File: config.mk
export PLATFORM = sky130hd
export DESIGN_NAME = alu_sequencer_flat
export DESIGN_NICKNAME = d
export VERILOG_FILES = /design/src/rtl/alu_pkg.sv /design/src/rtl/alu_sequencer_if.sv /design/src/rtl/alu_op_decode.sv /design/src/rtl/alu_sequencer.sv /design/src/flat_wrapper.sv
export SDC_FILE = /design/constraint.sdc
export NUM_CORES = 1
export LEC_CHECK = 0
export ABC_CLOCK_PERIOD_IN_PS = 4200
export CAP_MARGIN = 20
export CORE_UTILIZATION = 35
export DETAILED_ROUTE_END_ITERATION = 8
export GPL_ROUTABILITY_DRIVEN = 1
export GPL_TIMING_DRIVEN = 0
export HOLD_SLACK_MARGIN = 0.1
export PLACE_DENSITY_LB_ADDON = 0.15
export SETUP_SLACK_MARGIN = 0.3
export SYNTH_ARGS = -nofsm -noshare
export SYNTH_HDL_FRONTEND = slang
export SYNTH_HIERARCHICAL = 1
export SYNTH_SLANG_ARGS = --single-unit
export TNS_END_PERCENT = 20
File: constraint.sdc
create_clock -name clk -period 4.2 [get_ports clk]
set_clock_uncertainty 0.1 [all_clocks]
set_input_delay 0.42 -clock clk [delete_from_list [all_inputs] [get_ports clk]]
set_output_delay 0.42 -clock clk [all_outputs]
set_load 0.01 [all_outputs]
File: src/rtl/alu_pkg.sv
`default_nettype none
// ============================================================================
//  Module      : alu_pkg
//  Description : Shared definitions for the ALU sequencer and its users.
//                Holds the 4-bit ALU select encoding, the default datapath
//                width and the sequencer state encoding.
//  Revision    : 1.0  initial release
// ============================================================================
package alu_pkg;

    localparam int DEFAULT_WIDTH = 32;

    // ALU select encoding; ALU_NOP makes the ALU hold its Z register.
    localparam logic [3:0] ALU_NOP = 4'b0000;
    localparam logic [3:0] ALU_ADD = 4'b0001;
    localparam logic [3:0] ALU_SUB = 4'b0010;
    localparam logic [3:0] ALU_MUL = 4'b0011;
    localparam logic [3:0] ALU_DIV = 4'b0101;
    localparam logic [3:0] ALU_AND = 4'b0110;
    localparam logic [3:0] ALU_OR  = 4'b0111;
    localparam logic [3:0] ALU_NEG = 4'b1000;
    localparam logic [3:0] ALU_NOT = 4'b1010;
    localparam logic [3:0] ALU_SHL = 4'b1100;
    localparam logic [3:0] ALU_SHR = 4'b1101;
    localparam logic [3:0] ALU_ROL = 4'b1110;
    localparam logic [3:0] ALU_ROR = 4'b1111;

    typedef enum logic [2:0] {
        ST_IDLE    = 3'd0,
        ST_ISSUE   = 3'd1,
        ST_CAPTURE = 3'd2,
        ST_SEND_LO = 3'd3,
        ST_SEND_HI = 3'd4
    } seq_state_e;

endpackage : alu_pkg
`default_nettype wire

File: src/rtl/alu_sequencer_if.sv
`default_nettype none
// ============================================================================
//  Module      : alu_sequencer_if
//  Description : Request / response channels of the ALU sequencer.
//                Request : req_valid, req_ready, req_op, req_a, req_b
//                Response: rsp_valid, rsp_ready, rsp_data, rsp_hi,
//                          rsp_last, rsp_err
//                slave  modport = sequencer side
//                master modport = control-unit side
//  Revision    : 1.0  initial release
// ============================================================================
interface alu_sequencer_if #(
    parameter int WIDTH = alu_pkg::DEFAULT_WIDTH
) ();

    logic             req_valid;
    logic             req_ready;
    logic [3:0]       req_op;
    logic [WIDTH-1:0] req_a;
    logic [WIDTH-1:0] req_b;

    logic             rsp_valid;
    logic             rsp_ready;
    logic [WIDTH-1:0] rsp_data;
    logic             rsp_hi;
    logic             rsp_last;
    logic             rsp_err;

    modport slave (
        input  req_valid, req_op, req_a, req_b, rsp_ready,
        output req_ready, rsp_valid, rsp_data, rsp_hi, rsp_last, rsp_err
    );

    modport master (
        output req_valid, req_op, req_a, req_b, rsp_ready,
        input  req_ready, rsp_valid, rsp_data, rsp_hi, rsp_last, rsp_err
    );

endinterface : alu_sequencer_if
`default_nettype wire

File: src/rtl/alu_op_decode.sv
`default_nettype none
// ============================================================================
//  Module      : alu_op_decode
//  Description : Combinational classification of an ALU select code.
//                op       in  4  ALU select encoding
//                is_legal out 1  op names a real ALU operation
//                is_wide  out 1  op yields a full 64-bit {Hi, Lo} result
//  Revision    : 1.0  initial release
// ============================================================================
module alu_op_decode
    import alu_pkg::*;
(
    input  logic [3:0] op,
    output logic       is_legal,
    output logic       is_wide
);

    always_comb begin
        is_legal = 1'b0;
        is_wide  = 1'b0;
        case (op)
            ALU_ADD, ALU_SUB, ALU_AND, ALU_OR, ALU_NEG, ALU_NOT,
            ALU_SHL, ALU_SHR, ALU_ROL, ALU_ROR: begin
                is_legal = 1'b1;
            end
            ALU_MUL, ALU_DIV: begin
                is_legal = 1'b1;
                is_wide  = 1'b1;
            end
            default: begin
                is_legal = 1'b0;
                is_wide  = 1'b0;
            end
        endcase
    end

endmodule : alu_op_decode
`default_nettype wire

File: src/rtl/alu_sequencer.sv
`default_nettype none
// ============================================================================
//  Module      : alu_sequencer
//  Description : Runs one ALU operation per request: drives select/A/B for a
//                single cycle, captures the registered Z result and returns
//                it as one (Lo) or two (Lo then Hi) response beats.
//                clk        in   system clock, rising edge
//                clear      in   asynchronous active-low reset
//                bus        slave request/response channels
//                alu_select out  ALU select (ALU_NOP outside ISSUE)
//                alu_a/b    out  ALU operands, hold last driven value
//                alu_z      in   ALU result {Hi, Lo}
//                busy       out  high in every state except IDLE
//  Revision    : 1.0  initial release
// ============================================================================
module alu_sequencer
    import alu_pkg::*;
#(
    parameter int WIDTH = DEFAULT_WIDTH
) (
    input  logic               clk,
    input  logic               clear,
    alu_sequencer_if.slave     bus,
    output logic [3:0]         alu_select,
    output logic [WIDTH-1:0]   alu_a,
    output logic [WIDTH-1:0]   alu_b,
    input  logic [2*WIDTH-1:0] alu_z,
    output logic               busy
);

    seq_state_e         r_state;
    logic [3:0]         r_alu_select;
    logic [WIDTH-1:0]   r_alu_a;
    logic [WIDTH-1:0]   r_alu_b;
    logic [2*WIDTH-1:0] r_z;
    logic               r_wide;
    logic               r_rsp_valid;
    logic               r_rsp_hi;
    logic               r_rsp_last;
    logic               r_rsp_err;

    logic               w_is_legal;
    logic               w_is_wide;

    alu_op_decode u_decode (
        .op       (bus.req_op),
        .is_legal (w_is_legal),
        .is_wide  (w_is_wide)
    );

    always_ff @(posedge clk or negedge clear) begin
        if (!clear) begin
            r_state      <= ST_IDLE;
            r_alu_select <= ALU_NOP;
            r_alu_a      <= '0;
            r_alu_b      <= '0;
            r_z          <= '0;
            r_wide       <= 1'b0;
            r_rsp_valid  <= 1'b0;
            r_rsp_hi     <= 1'b0;
            r_rsp_last   <= 1'b0;
            r_rsp_err    <= 1'b0;
        end else begin
            case (r_state)
                ST_IDLE: begin
                    if (bus.req_valid) begin
                        r_wide <= w_is_wide;
                        if (w_is_legal) begin
                            // Select is registered, so it is live for
                            // exactly the ISSUE cycle.
                            r_state      <= ST_ISSUE;
                            r_alu_select <= bus.req_op;
                            r_alu_a      <= bus.req_a;
                            r_alu_b      <= bus.req_b;
                        end else begin
                            // Illegal op bypasses the ALU; zeroing z_q makes
                            // the error beat carry zero data.
                            r_state     <= ST_SEND_LO;
                            r_z         <= '0;
                            r_rsp_valid <= 1'b1;
                            r_rsp_hi    <= 1'b0;
                            r_rsp_last  <= 1'b1;
                            r_rsp_err   <= 1'b1;
                        end
                    end
                end
                ST_ISSUE: begin
                    // ALU registers Z on this closing edge; select back to hold.
                    r_alu_select <= ALU_NOP;
                    r_state      <= ST_CAPTURE;
                end
                ST_CAPTURE: begin
                    r_z         <= alu_z;
                    r_state     <= ST_SEND_LO;
                    r_rsp_valid <= 1'b1;
                    r_rsp_hi    <= 1'b0;
                    r_rsp_last  <= !r_wide;
                    r_rsp_err   <= 1'b0;
                end
                ST_SEND_LO: begin
                    if (bus.rsp_ready) begin
                        if (r_wide) begin
                            r_state    <= ST_SEND_HI;
                            r_rsp_hi   <= 1'b1;
                            r_rsp_last <= 1'b1;
                        end else begin
                            r_state     <= ST_IDLE;
                            r_rsp_valid <= 1'b0;
                            r_rsp_last  <= 1'b0;
                            r_rsp_err   <= 1'b0;
                        end
                    end
                end
                ST_SEND_HI: begin
                    if (bus.rsp_ready) begin
                        r_state     <= ST_IDLE;
                        r_rsp_valid <= 1'b0;
                        r_rsp_hi    <= 1'b0;
                        r_rsp_last  <= 1'b0;
                    end
                end
                default: begin
                    r_state      <= ST_IDLE;
                    r_alu_select <= ALU_NOP;
                    r_rsp_valid  <= 1'b0;
                    r_rsp_hi     <= 1'b0;
                    r_rsp_last   <= 1'b0;
                    r_rsp_err    <= 1'b0;
                end
            endcase
        end
    end

    // Payload comes straight from z_q, so it cannot change while a beat
    // is stalled.
    assign bus.rsp_data  = r_rsp_hi ? r_z[2*WIDTH-1:WIDTH] : r_z[WIDTH-1:0];
    assign bus.rsp_valid = r_rsp_valid;
    assign bus.rsp_hi    = r_rsp_hi;
    assign bus.rsp_last  = r_rsp_last;
    assign bus.rsp_err   = r_rsp_err;
    assign bus.req_ready = (r_state == ST_IDLE);
    assign busy          = (r_state != ST_IDLE);
    assign alu_select    = r_alu_select;
    assign alu_a         = r_alu_a;
    assign alu_b         = r_alu_b;

endmodule : alu_sequencer
`default_nettype wire

File: src/flat_wrapper.sv
// flat-port wrapper written by rule: the top's interface ports become plain ports
module alu_sequencer_flat import alu_pkg::*;
#(
    parameter int WIDTH = DEFAULT_WIDTH
)
  (clk, clear, alu_select, alu_a, alu_b, alu_z, busy, bus_req_valid, bus_req_op, bus_req_a, bus_req_b, bus_rsp_ready, bus_req_ready, bus_rsp_valid, bus_rsp_data, bus_rsp_hi, bus_rsp_last, bus_rsp_err);
  alu_sequencer_if #(.WIDTH(WIDTH)) bus_i ();
  input  logic clk;
  input  logic clear;
  output logic [3:0] alu_select;
  output logic [WIDTH-1:0] alu_a;
  output logic [WIDTH-1:0] alu_b;
  input  logic [2*WIDTH-1:0] alu_z;
  output logic busy;
  input wire logic [$bits(bus_i.req_valid)-1:0] bus_req_valid;
  input wire logic [$bits(bus_i.req_op)-1:0] bus_req_op;
  input wire logic [$bits(bus_i.req_a)-1:0] bus_req_a;
  input wire logic [$bits(bus_i.req_b)-1:0] bus_req_b;
  input wire logic [$bits(bus_i.rsp_ready)-1:0] bus_rsp_ready;
  output wire logic [$bits(bus_i.req_ready)-1:0] bus_req_ready;
  output wire logic [$bits(bus_i.rsp_valid)-1:0] bus_rsp_valid;
  output wire logic [$bits(bus_i.rsp_data)-1:0] bus_rsp_data;
  output wire logic [$bits(bus_i.rsp_hi)-1:0] bus_rsp_hi;
  output wire logic [$bits(bus_i.rsp_last)-1:0] bus_rsp_last;
  output wire logic [$bits(bus_i.rsp_err)-1:0] bus_rsp_err;
  assign bus_i.req_valid = bus_req_valid;
  assign bus_i.req_op = bus_req_op;
  assign bus_i.req_a = bus_req_a;
  assign bus_i.req_b = bus_req_b;
  assign bus_i.rsp_ready = bus_rsp_ready;
  assign bus_req_ready = bus_i.req_ready;
  assign bus_rsp_valid = bus_i.rsp_valid;
  assign bus_rsp_data = bus_i.rsp_data;
  assign bus_rsp_hi = bus_i.rsp_hi;
  assign bus_rsp_last = bus_i.rsp_last;
  assign bus_rsp_err = bus_i.rsp_err;
  alu_sequencer #(.WIDTH(WIDTH)) u_core (.clk(clk), .clear(clear), .bus(bus_i), .alu_select(alu_select), .alu_a(alu_a), .alu_b(alu_b), .alu_z(alu_z), .busy(busy));
endmodule
## Yosys cells after proc, flatten, opt, wreduce, memory -nomap -nowiden

Index checks and enable logic that the tools add are counted.
W data, S select, Z words.

| cells by class | value |
|---|---|
| equal/unequal tests | 23 |
| multiplexer cells | 30 |
| bitwise logic cells | 3 |
| reductions and logical operators | 17 |

Operators with widths:

| operator | number |
|---|---|
| $mux W64 | 2 |
| $pmux W64 S2 | 1 |
| $mux W32 | 1 |
| $eq A4 B4 Y1 const B | 6 |
| $pmux W3 S5 | 1 |
| $mux W1 | 13 |
| $eq A4 B3 Y1 const B | 3 |
| $mux W3 | 4 |
| $reduce_and A3 Y1 | 4 |
| $reduce_and A6 Y1 | 2 |
| $reduce_or A12 Y1 | 1 |
| $ne A2 B2 Y1 const B | 5 |
| $pmux W1 S5 | 2 |
| $reduce_and A5 Y1 | 2 |
| $eq A4 B2 Y1 const B | 2 |
| $mux W4 | 2 |
| $pmux W4 S2 | 1 |
| $eq A3 B2 Y1 const B | 2 |
| $eq A4 B1 Y1 const B | 1 |
| $ne A2 B1 Y1 const B | 2 |
| $pmux W1 S4 | 1 |
| $reduce_or A2 Y1 | 2 |
| $eq A3 B1 Y1 const B | 1 |
| $eq A3 B3 Y1 const B | 1 |
| other kinds (9) | 11 |

| storage, ports and cells | value |
|---|---|
| flip-flop bits (word level) | 140 |
| bits of input ports | 136 |
| output and inout bits | 106 |
| word-level logic and storage cells | 83 |

## Longest topological paths before layout

Gate-level depths: netlist (run 1).

| depth | value |
|---|---|
| depth after elaboration | 6 |
| mapped depth | 8 |
| depth with buffers taken out | 6 |

## Cells and area by module

The synthesis (run 1) kept the hierarchy.

Modules (own cells, without submodules):

| module | instances | cells each | area an instance (µm²) | sequential area each (µm²) |
|---|---|---|---|---|
| alu_sequencer | 1 | 386 | 5,885.6 | 3,503.4 |
| alu_op_decode | 1 | 5 | 36.3 | 0.0 |

## Worst setup path before layout (run 1)

No wires, ideal clock.

| timing path | value |
|---|---|
| path type | in2reg |
| from | input port bus_req_op[1] |
| to | register u_core.r_z[13] |
| arrival time | 1.721 ns |
| required time | 3.979 ns |
| slack | 2.258 ns |
| stages on the path | 8 |
| path buffers | 2 |
| cells stage by stage | nor3_1 a31oi_1 and2b_1 nor2_1 or3_1 buf_2 buf_2 a22o_1 |

| on the way | value |
|---|---|
| longest elaborated chain between the ends | 5 |
| elaborated cells between the ends (all ways) | 16 |
| those cells by class | eq/ne (13); mux (1); reduce/logical (2) |

RTL lines:

| item | line | source |
|---|---|---|
| start: declaration | flat_wrapper.sv:16 | `input wire logic [$bits(bus_i.req_op)-1:0] bus_req_op;` |
| $eq A4 B2 Y1 (tied with other cells) | alu_op_decode.sv:21 | `case (op)` |
| $reduce_or A12 Y1 (no source line) (*) | -- |  |
| $mux W1 (*) | alu_op_decode.sv:21 |  |
| net u_core.w_is_legal | alu_sequencer.sv:42 | `logic w_is_legal;` |
| $ne A2 B2 Y1 (no source line) (*) | -- |  |
| $reduce_and A3 Y1 (no source line) (*) | -- |  |
| end signal: assignment | alu_sequencer.sv:93 | `r_z <= alu_z;` |
| end: declaration | alu_sequencer.sv:35 | `logic [2*WIDTH-1:0] r_z;` |

Mark *: on every way through the listed nets, which the timed path passes. The rest lies on a longest branch.
A chain may end at the register's enable or synchronous reset.

## Worst setup path after layout (run 1)

| timing path | value |
|---|---|
| from | register u_core.r_rsp_hi, in the netlist u_core/bus.rsp_hi |
| to | output port bus_rsp_data[3] |

| on the way | value |
|---|---|
| longest elaborated chain between the ends | 1 |

RTL lines:

| item | line | source |
|---|---|---|
| start: declaration | alu_sequencer.sv:38 | `logic r_rsp_hi;` |
| start signal: assignment | alu_sequencer.sv:60 | `r_rsp_hi <= 1'b0;` |
| start signal: assignment | alu_sequencer.sv:81 | `r_rsp_hi <= 1'b0;` |
| start signal: assignment | alu_sequencer.sv:96 | `r_rsp_hi <= 1'b0;` |
| $mux W32 | alu_sequencer.sv:136 | `assign bus.rsp_data = r_rsp_hi ? r_z[2*WIDTH-1:WIDTH] : r_z[WIDTH-1:0];` |
| end: declaration | flat_wrapper.sv:22 | `output wire logic [$bits(bus_i.rsp_data)-1:0] bus_rsp_data;` |

Every way passes these cells.

==> results of run 1 <==
==> final timing paths <==
check | start | to | slack, ps
max | u_core/bus.rsp_hi | bus_rsp_data[3] | 1100
min | u_core/alu_select[1] | u_core/alu_select[1] | 370
max reg2reg | u_core/r_state[1] | u_core/r_z[41] | 2190
min reg2reg | u_core/alu_select[1] | u_core/alu_select[1] | 370
max in group asynchronous | clear | u_core/alu_a[29] | 2750
min in group asynchronous | clear | u_core/alu_b[28] | 450
==> power by group through the flow <==
stage | combinational, W | sequential (W) | clock [W]
6_report | 0.00319 | 0.00236 | 0.00165
5_1_grt | 0.00342 | 0.00245 | 0.00176
4_1_cts | 0.00324 | 0.00237 | 0.00170
3_5_place_dp | 0.00320 | 0.00238 | 0
3_3_place_gp | 0.00317 | 0.00235 | 0
2_1_floorplan | 0.00153 | 0.00247 | 0
==> layer usage <==
layer	wire length (um)	global-route usage, %	vias to the layer above
met3	1160	6.15	25
met4	360	7.95	0
met2	7540	30.5	165
li1	-	-	1963
met1	6880	24.5	2107
met5	0	0	-
==> cells by family (layout without fill, tap and decap cells) <==
kind of cell / count (synthesis) / count (layout) / share of synthesized area (%)
DFF: 140 / 140 / 59.2
muxes: 97 / 97 / 22.2
and+or+nand+nor: 35 / 35 / 3.15
buffers and inverters: 31 / 306 / 3.51
AOI/OAI and AO/OA: 87 / 87 / 11.8
xor gates and xnor gates: 1 / 1 / 0.148
==> layout by cell type, fill, tap and decap left out, types with 2 or more instances in the layout <==
master,synthesis,layout
sky130_fd_sc_hd__or2_2,2,2
sky130_fd_sc_hd__or3_1,2,2
sky130_fd_sc_hd__clkbuf_1,7,8
sky130_fd_sc_hd__nor2b_1,2,2
sky130_fd_sc_hd__clkinvlp_4,0,3
sky130_fd_sc_hd__bufinv_16,0,5
sky130_fd_sc_hd__inv_1,4,4
sky130_fd_sc_hd__nor2_1,4,4
sky130_fd_sc_hd__a22o_1,64,64
sky130_fd_sc_hd__clkinv_2,0,4
sky130_fd_sc_hd__buf_2,13,13
sky130_fd_sc_hd__clkbuf_8,0,2
sky130_fd_sc_hd__nand3b_1,2,2
sky130_fd_sc_hd__nand2_1,15,15
sky130_fd_sc_hd__clkdlybuf4s50_1,0,240
sky130_fd_sc_hd__mux2_4,60,60
sky130_fd_sc_hd__buf_8,6,6
sky130_fd_sc_hd__a21oi_1,3,3
sky130_fd_sc_hd__dfrtp_1,140,140
sky130_fd_sc_hd__a31oi_1,3,3
sky130_fd_sc_hd__clkbuf_16,0,17
sky130_fd_sc_hd__mux2_2,36,36
sky130_fd_sc_hd__o21ai_0,11,11
sky130_fd_sc_hd__buf_6,1,2
==> stage by stage <==
stage / total power (W) / setup TNS [ps] / instances
after floorplan: 0.00400 / 0 / 391
after global placement: 0.00552 / -412680 / 852
after detailed placement: 0.00558 / 0 / 853
after CTS: 0.00730 / 0 / 886
after global routing: 0.00762 / 0 / 886
final: 0.00720 / 0 / 886
==> critical path, stage by stage, from the launching register on <==
cell	delay [ps]
sky130_fd_sc_hd__dfrtp_1	350
sky130_fd_sc_hd__clkbuf_1	270
sky130_fd_sc_hd__clkbuf_1	610
sky130_fd_sc_hd__mux2_2	420
sky130_fd_sc_hd__clkdlybuf4s50_1	510
==> sequential cells by signal, indices dropped and copies added, names as in the netlist, 3 cells and up <==
register / cells
u_core/alu_b: 32
u_core/alu_select: 4
u_core/alu_a: 32
u_core/r_state: 3
u_core/r_z: 64
==> cell type report <==
| cell class | count | share of cell area, % |
|---|---|---|
| inverter | 4 | 0.161 |
| multi-input combinational | 220 | 23.8 |
| tap | 220 | 2.96 |
| clock inverter | 12 | 2.07 |
| clock buffer | 20 | 4.91 |
| timing repair buffer | 243 | 26.4 |
| buffer | 27 | 2.07 |
| sequential | 140 | 37.7 |
==> Flow_metrics.wiki, run 1 <==
{| class="wikitable"
! Metric !! Value
|-
| CP Capture Type || output pin
|-
| Cell row count || 47
|-
| Sw frac || 29.9%
|-
| # port buffers || 241
|-
| Register area || 3500 sq um
|-
| Core Region || 16500 sq um
|-
| Overall die height || 132 um
|-
| Routability Congestion || 0.823
|-
| Worst Path Arrival || 2580 ps
|-
| Dominant cell by count in the synthesized netlist || sky130_fd_sc_hd__dfrtp_1
|-
| Worst slack, placed || 1500 ps
|-
| Cell-internal power || 0.00505 W
|-
| Share of post-route cells with drive strength above 1 || 23.3%
|-
| Worst hold slack || 374 ps
|-
| Average footprint of a synthesized cell || 15.1 sq um
|-
| Placed wire-length estimate || 11100 um
|-
| Ys async rst share || 100%
|-
| Cell leakage power || 4.05 nW
|-
| Net switching power || 0.00215 W
|-
| Path depth of the worst reg2reg path || 5
|-
| Post-route cell area || 9300 sq um
|-
| Finished Core Util || 56.3%
|-
| Endpoint required time on the critical path || 3680 ps
|-
| Worst slew slack as a fraction of its limit || 49.9%
|-
| Area growth syn-to-layout || 57.0%
|-
| Deepest clock path buffer count || 2
|-
| Total global routing overflow || 0
|-
| Total Die Area || 17400 sq um
|-
| Number of synthesized register bits || 140
|-
| Total wire length after detailed routing || 15900 um
|-
| Final Net Count || 789
|-
| Cells after synthesis || 391
|-
| Number of global-route vias before repair || 4579
|-
| Number of clock sinks || 140
|-
| Warning count from the yosys run || 6
|-
| Reported max-cap violation count || 0
|-
| Multi-input gate area || 2210 sq um
|-
| I/O pin count || 242
|-
| Number of unique standard cell types used by synthesis || 34
|-
| DR WL/cell || 18.0 um
|-
| Cell type with the largest total area after synthesis || sky130_fd_sc_hd__dfrtp_1
|-
| Slew Limit Fails || 0
|-
| Classification of the worst setup path || reg2out
|-
| First-pass GRT wire length || 25800 um
|-
| Synth top area share || 59.2%
|-
| Worst hold path cell count || 2
|-
| Clock latency on the worst-skew pair || 420 ps
|-
| Final-report setup violation count || 0
|-
| Most common flop cell mapped by yosys || sky130_fd_sc_hd__dfrtp_1
|-
| Synthesized net count || 527
|-
| Iter 0 DRT Violations || 151
|-
| Antenna Nets Post-Route || 0
|-
| Number of gates resized after CTS || 0
|-
| Unrepaired setup endpoints after global routing || false
|-
| Transition at the pin with the smallest max-transition slack || 751 ps
|-
| Initial antenna violation count || 0
|-
| Clock tree from TritonCTS || built
|-
| Synthesized cell area || 5920 sq um
|-
| Maximum clock frequency || 0.322 GHz
|-
| Worst voltage drop across the vdd grid || 0.000408 V
|-
| Top fanout value on the critical path || 10
|-
| Startpoint class of the critical path || flip-flop
|-
| Cts hold-fix bufs || 1
|-
| Overall via count from detail_route || 4260
|-
| Post-route DRC violation count || 0
|-
| Clock network fraction of total power || 22.9%
|-
| Root Driver || sky130_fd_sc_hd__clkbuf_16
|-
| Combinational share of power || 44.3%
|-
| Leading cell types by count after synthesis || sky130_fd_sc_hd__dfrtp_1 (140), sky130_fd_sc_hd__a22o_1 (64), sky130_fd_sc_hd__mux2_4 (60), sky130_fd_sc_hd__mux2_2 (36), sky130_fd_sc_hd__nand2_1 (15)
|-
| Initial core utilization || 35.8%
|-
| Overall track demand over capacity in global routing || 19.3%
|-
| TritonCTS buffer count || 17
|-
| Pin count of the biggest net entering global routing || 80
|-
| Power Dens Cells || 774 nW/um^2
|-
| Setup repair bufs after CTS || 0
|-
| Run status || completed
|-
| Count of final hold-check violations || 0
|-
| Post-synth EDFFs || 0
|-
| Share of the clock period used by the worst path || 73.8%
|-
| X dimension of the die || 132 um
|-
| Leading post-synthesis cells by cell area || sky130_fd_sc_hd__dfrtp_1 (59%), sky130_fd_sc_hd__mux2_4 (15%), sky130_fd_sc_hd__a22o_1 (9.5%)
|-
| Class of the worst hold path || reg2reg
|-
| Placement-stage cell area || 8640 sq um
|-
| H-tree depth || 4
|-
| Number of iterations in the first detailed-routing pass || 4
|-
| Clock-pin slew of the registers on the worst-case setup and hold paths || 60 ps
|-
| Final critical path time including I/O delays and setup || 3100 ps
|-
| Share of power burned in registers || 32.8%
|-
| Minimum setup slack in the final design || 1100 ps
|-
| Average via count per standard cell || 4.81
|-
| Portion of the post-synthesis area used by sequential elements || 59.2%
|-
| Filler Cells Inserted || 1357
|-
| ANT cells || 0
|}
Note: power is estimated with default switching activity, not from simulation.
==> run 2, diff against run 1 <==
--- a/config.mk
+++ b/config.mk
@@ -5,7 +5,7 @@
 export SDC_FILE = /design/constraint.sdc
 export NUM_CORES = 1
 export LEC_CHECK = 0
-export ABC_CLOCK_PERIOD_IN_PS = 4200
+export ABC_CLOCK_PERIOD_IN_PS = 2800
 export CAP_MARGIN = 20
 export CORE_UTILIZATION = 35
 export DETAILED_ROUTE_END_ITERATION = 8
==> constraint.sdc (replaced) <==
create_clock -name clk -period 2.8 [get_ports clk]
set_clock_uncertainty 0.1 [all_clocks]
set_input_delay 0.28 -clock clk [delete_from_list [all_inputs] [get_ports clk]]
set_output_delay 0.28 -clock clk [all_outputs]
set_load 0.01 [all_outputs]
==> run 2 against run 1 <==
Against the previous run: flip-flop and latch count is the same; critical path depth is the same; setup slack lost 730 ps.
==> Flow_metrics.wiki, run 2 (synthesized netlist as in run 1, its figures left out) <==
{| class="wikitable"
! Metric !! Value
|-
| H-tree depth || 4
|-
| Worst voltage drop across the vdd grid || 0.000614 V
|-
| Sum of negative setup slack || 0 ps
|-
| Power Dens Cells || 1160 nW/um^2
|-
| Slowest stage delay, CP || 560 ps
|-
| Clock latency on the worst-skew pair || 420 ps
|-
| Final critical path time including I/O delays and setup || 2430 ps
|-
| Cell breakdown of the critical path || buf_2, or2_2, nor2_4, clkdlybuf4s50_1
|-
| Top fanout value on the critical path || 10
|-
| Finished Core Util || 56.5%
|-
| Number of iterations in the first detailed-routing pass || 4
|-
| First-pass GRT wire length || 25800 um
|-
| Unrepaired setup endpoints after global routing || true
|-
| Classification of the worst setup path || reg2out
|-
| Worst slew slack as a fraction of its limit || 50.9%
|-
| Antenna Nets Post-Route || 0
|-
| Number of clock sinks || 140
|-
| Share of the clock period used by the worst path || 86.8%
|-
| Share of post-route cells with drive strength above 1 || 24.1%
|-
| Overall track demand over capacity in global routing || 19.3%
|-
| Reg with most FFs || u_core/r_z
|-
| # port buffers || 241
|-
| Cell leakage power || 4.08 nW
|-
| Area growth syn-to-layout || 57.7%
|-
| Root Driver || sky130_fd_sc_hd__clkbuf_16
|-
| Post-route DRC violation count || 0
|-
| Initial core utilization || 35.8%
|-
| Net switching power || 0.00323 W
|-
| Max FFs per register || 64
|-
| Total Die Area || 17400 sq um
|-
| Clock-pin slew of the registers on the worst-case setup and hold paths || 60 ps
|-
| Routability Congestion || 0.823
|-
| Placed wire-length estimate || 11100 um
|-
| Overall die height || 132 um
|-
| Worst Path Arrival || 2050 ps
|-
| Total global routing overflow || 0
|-
| CP Capture Type || output pin
|-
| Pin count of the biggest net entering global routing || 80
|-
| Run status || completed
|-
| TritonCTS buffer count || 17
|-
| Iter 0 DRT Violations || 150
|-
| Overall via count from detail_route || 4245
|-
| Initial antenna violation count || 0
|-
| Average via count per standard cell || 4.78
|-
| ANT cells || 0
|-
| Endpoint required time on the critical path || 2420 ps
|-
| X dimension of the die || 132 um
|-
| Max stage delay cell, worst path || sky130_fd_sc_hd__clkdlybuf4s50_1
|-
| Class of the worst hold path || in2async
|-
| Maximum clock frequency || 0.412 GHz
|-
| Transition at the pin with the smallest max-transition slack || 732 ps
|-
| Buffers & Inverters on Critical Path || 2
|-
| Clock network fraction of total power || 22.8%
|-
| Slew Limit Fails || 0
|-
| Share of power burned in registers || 32.7%
|-
| Most frequent cells in the layout || sky130_fd_sc_hd__clkdlybuf4s50_1 (240), sky130_fd_sc_hd__dfrtp_1 (140), sky130_fd_sc_hd__a22o_1 (64), sky130_fd_sc_hd__mux2_4 (60), sky130_fd_sc_hd__mux2_2 (36)
|-
| Number of global-route vias before repair || 4579
|-
| Largest delay share family, worst path || buffers and inverters
|-
| Leading cell type in the layout, fill and taps excluded || sky130_fd_sc_hd__clkdlybuf4s50_1
|-
| Clock tree from TritonCTS || built
|-
| Reported max-cap violation count || 0
|-
| Final-report setup violation count || 0
|-
| Sw frac || 29.8%
|-
| Deepest clock path buffer count || 2
|-
| Total wire length after detailed routing || 15900 um
|-
| Core Region || 16500 sq um
|-
| Combinational share of power || 44.5%
|-
| I/O pin count || 242
|-
| Count of final hold-check violations || 0
|-
| Startpoint class of the critical path || flip-flop
|-
| Final Net Count || 791
|-
| DR WL/cell || 17.9 um
|-
| Cell-internal power || 0.00760 W
|-
| Cell row count || 47
|}
-- run 2: what timing repair did --
action | in CTS | in global routing
pin swaps | 0 | 1
endpoints found under the setup margin | 31 | 30
gates resized for setup | 9 | 2
hold buffers | 1 | 0
hold endpoints to repair | 61 | 0
setup buffers | 0 | 2
-- run 2: layer usage --
layer  global-route usage, %  part of all wire, %  vias up
met3                    6.15                  7.1       25
met1                    24.5                   43     2097
met4                    7.95                  2.3        0
li1                        -                    -     1969
met2                    30.5                   47      154
met5                       0                    0        -
-- run 2: worst register-to-register path, cell delays in order (launching register included) --
cell and delay [ps]:
sky130_fd_sc_hd__dfrtp_1 340, sky130_fd_sc_hd__buf_2 190, sky130_fd_sc_hd__inv_1 120, sky130_fd_sc_hd__nor3_2 610
sky130_fd_sc_hd__buf_2 390, sky130_fd_sc_hd__a22o_1 200
-- run 2: power groups by stage --
| stage | logic [W] | registers (W) | clock network (W) |
|---|---|---|---|
| 3_3_place_gp | 0.00475 | 0.00352 | 0 |
| 5_1_grt | 0.00515 | 0.00367 | 0.00264 |
| 4_1_cts | 0.00487 | 0.00355 | 0.00255 |
| 6_report | 0.00481 | 0.00355 | 0.00247 |
| 3_5_place_dp | 0.00480 | 0.00356 | 0 |
| 2_1_floorplan | 0.00230 | 0.00370 | 0 |
-- run 2: worst paths after layout --
path,from,endpoint,slack [ps],cells past startpoint
worst max-delay path,u_core/r_state[1],bus_req_ready,370,4
worst min-delay path,clear,u_core/alu_b[28],310,2
worst max register to register,u_core/r_state[1],u_core/r_z[41],790,5
worst min register to register,u_core/alu_select[1],u_core/alu_select[1],370,2
max in group asynchronous,clear,u_core/alu_a[29],1490,3
min in group clk,alu_z[55],u_core/r_z[55],360,2
-- run 2: final cells by class --
class,instances,area (sq um)
buffer,27,211
fill,1354,7190
sequential,140,3500
inverter,4,15.0
clock buffer,20,457
clock inverter,12,193
multi-input combinational,220,2220
timing repair buffer,245,2470
tap,220,275
-- run 2: through the flow --
stage                     hold WS [ps]  worst slack [ps]  area (sq um)  power (W)  cells
final                              306               370          9340     0.0108    888
after global routing               348               266          9340     0.0115    888
after CTS                          316               298          9320     0.0110    886
after detailed placement           203               237          8640    0.00837    853
after global placement             367             -4220          8610    0.00827    852
after floorplan                   -116               998          5920    0.00600    391
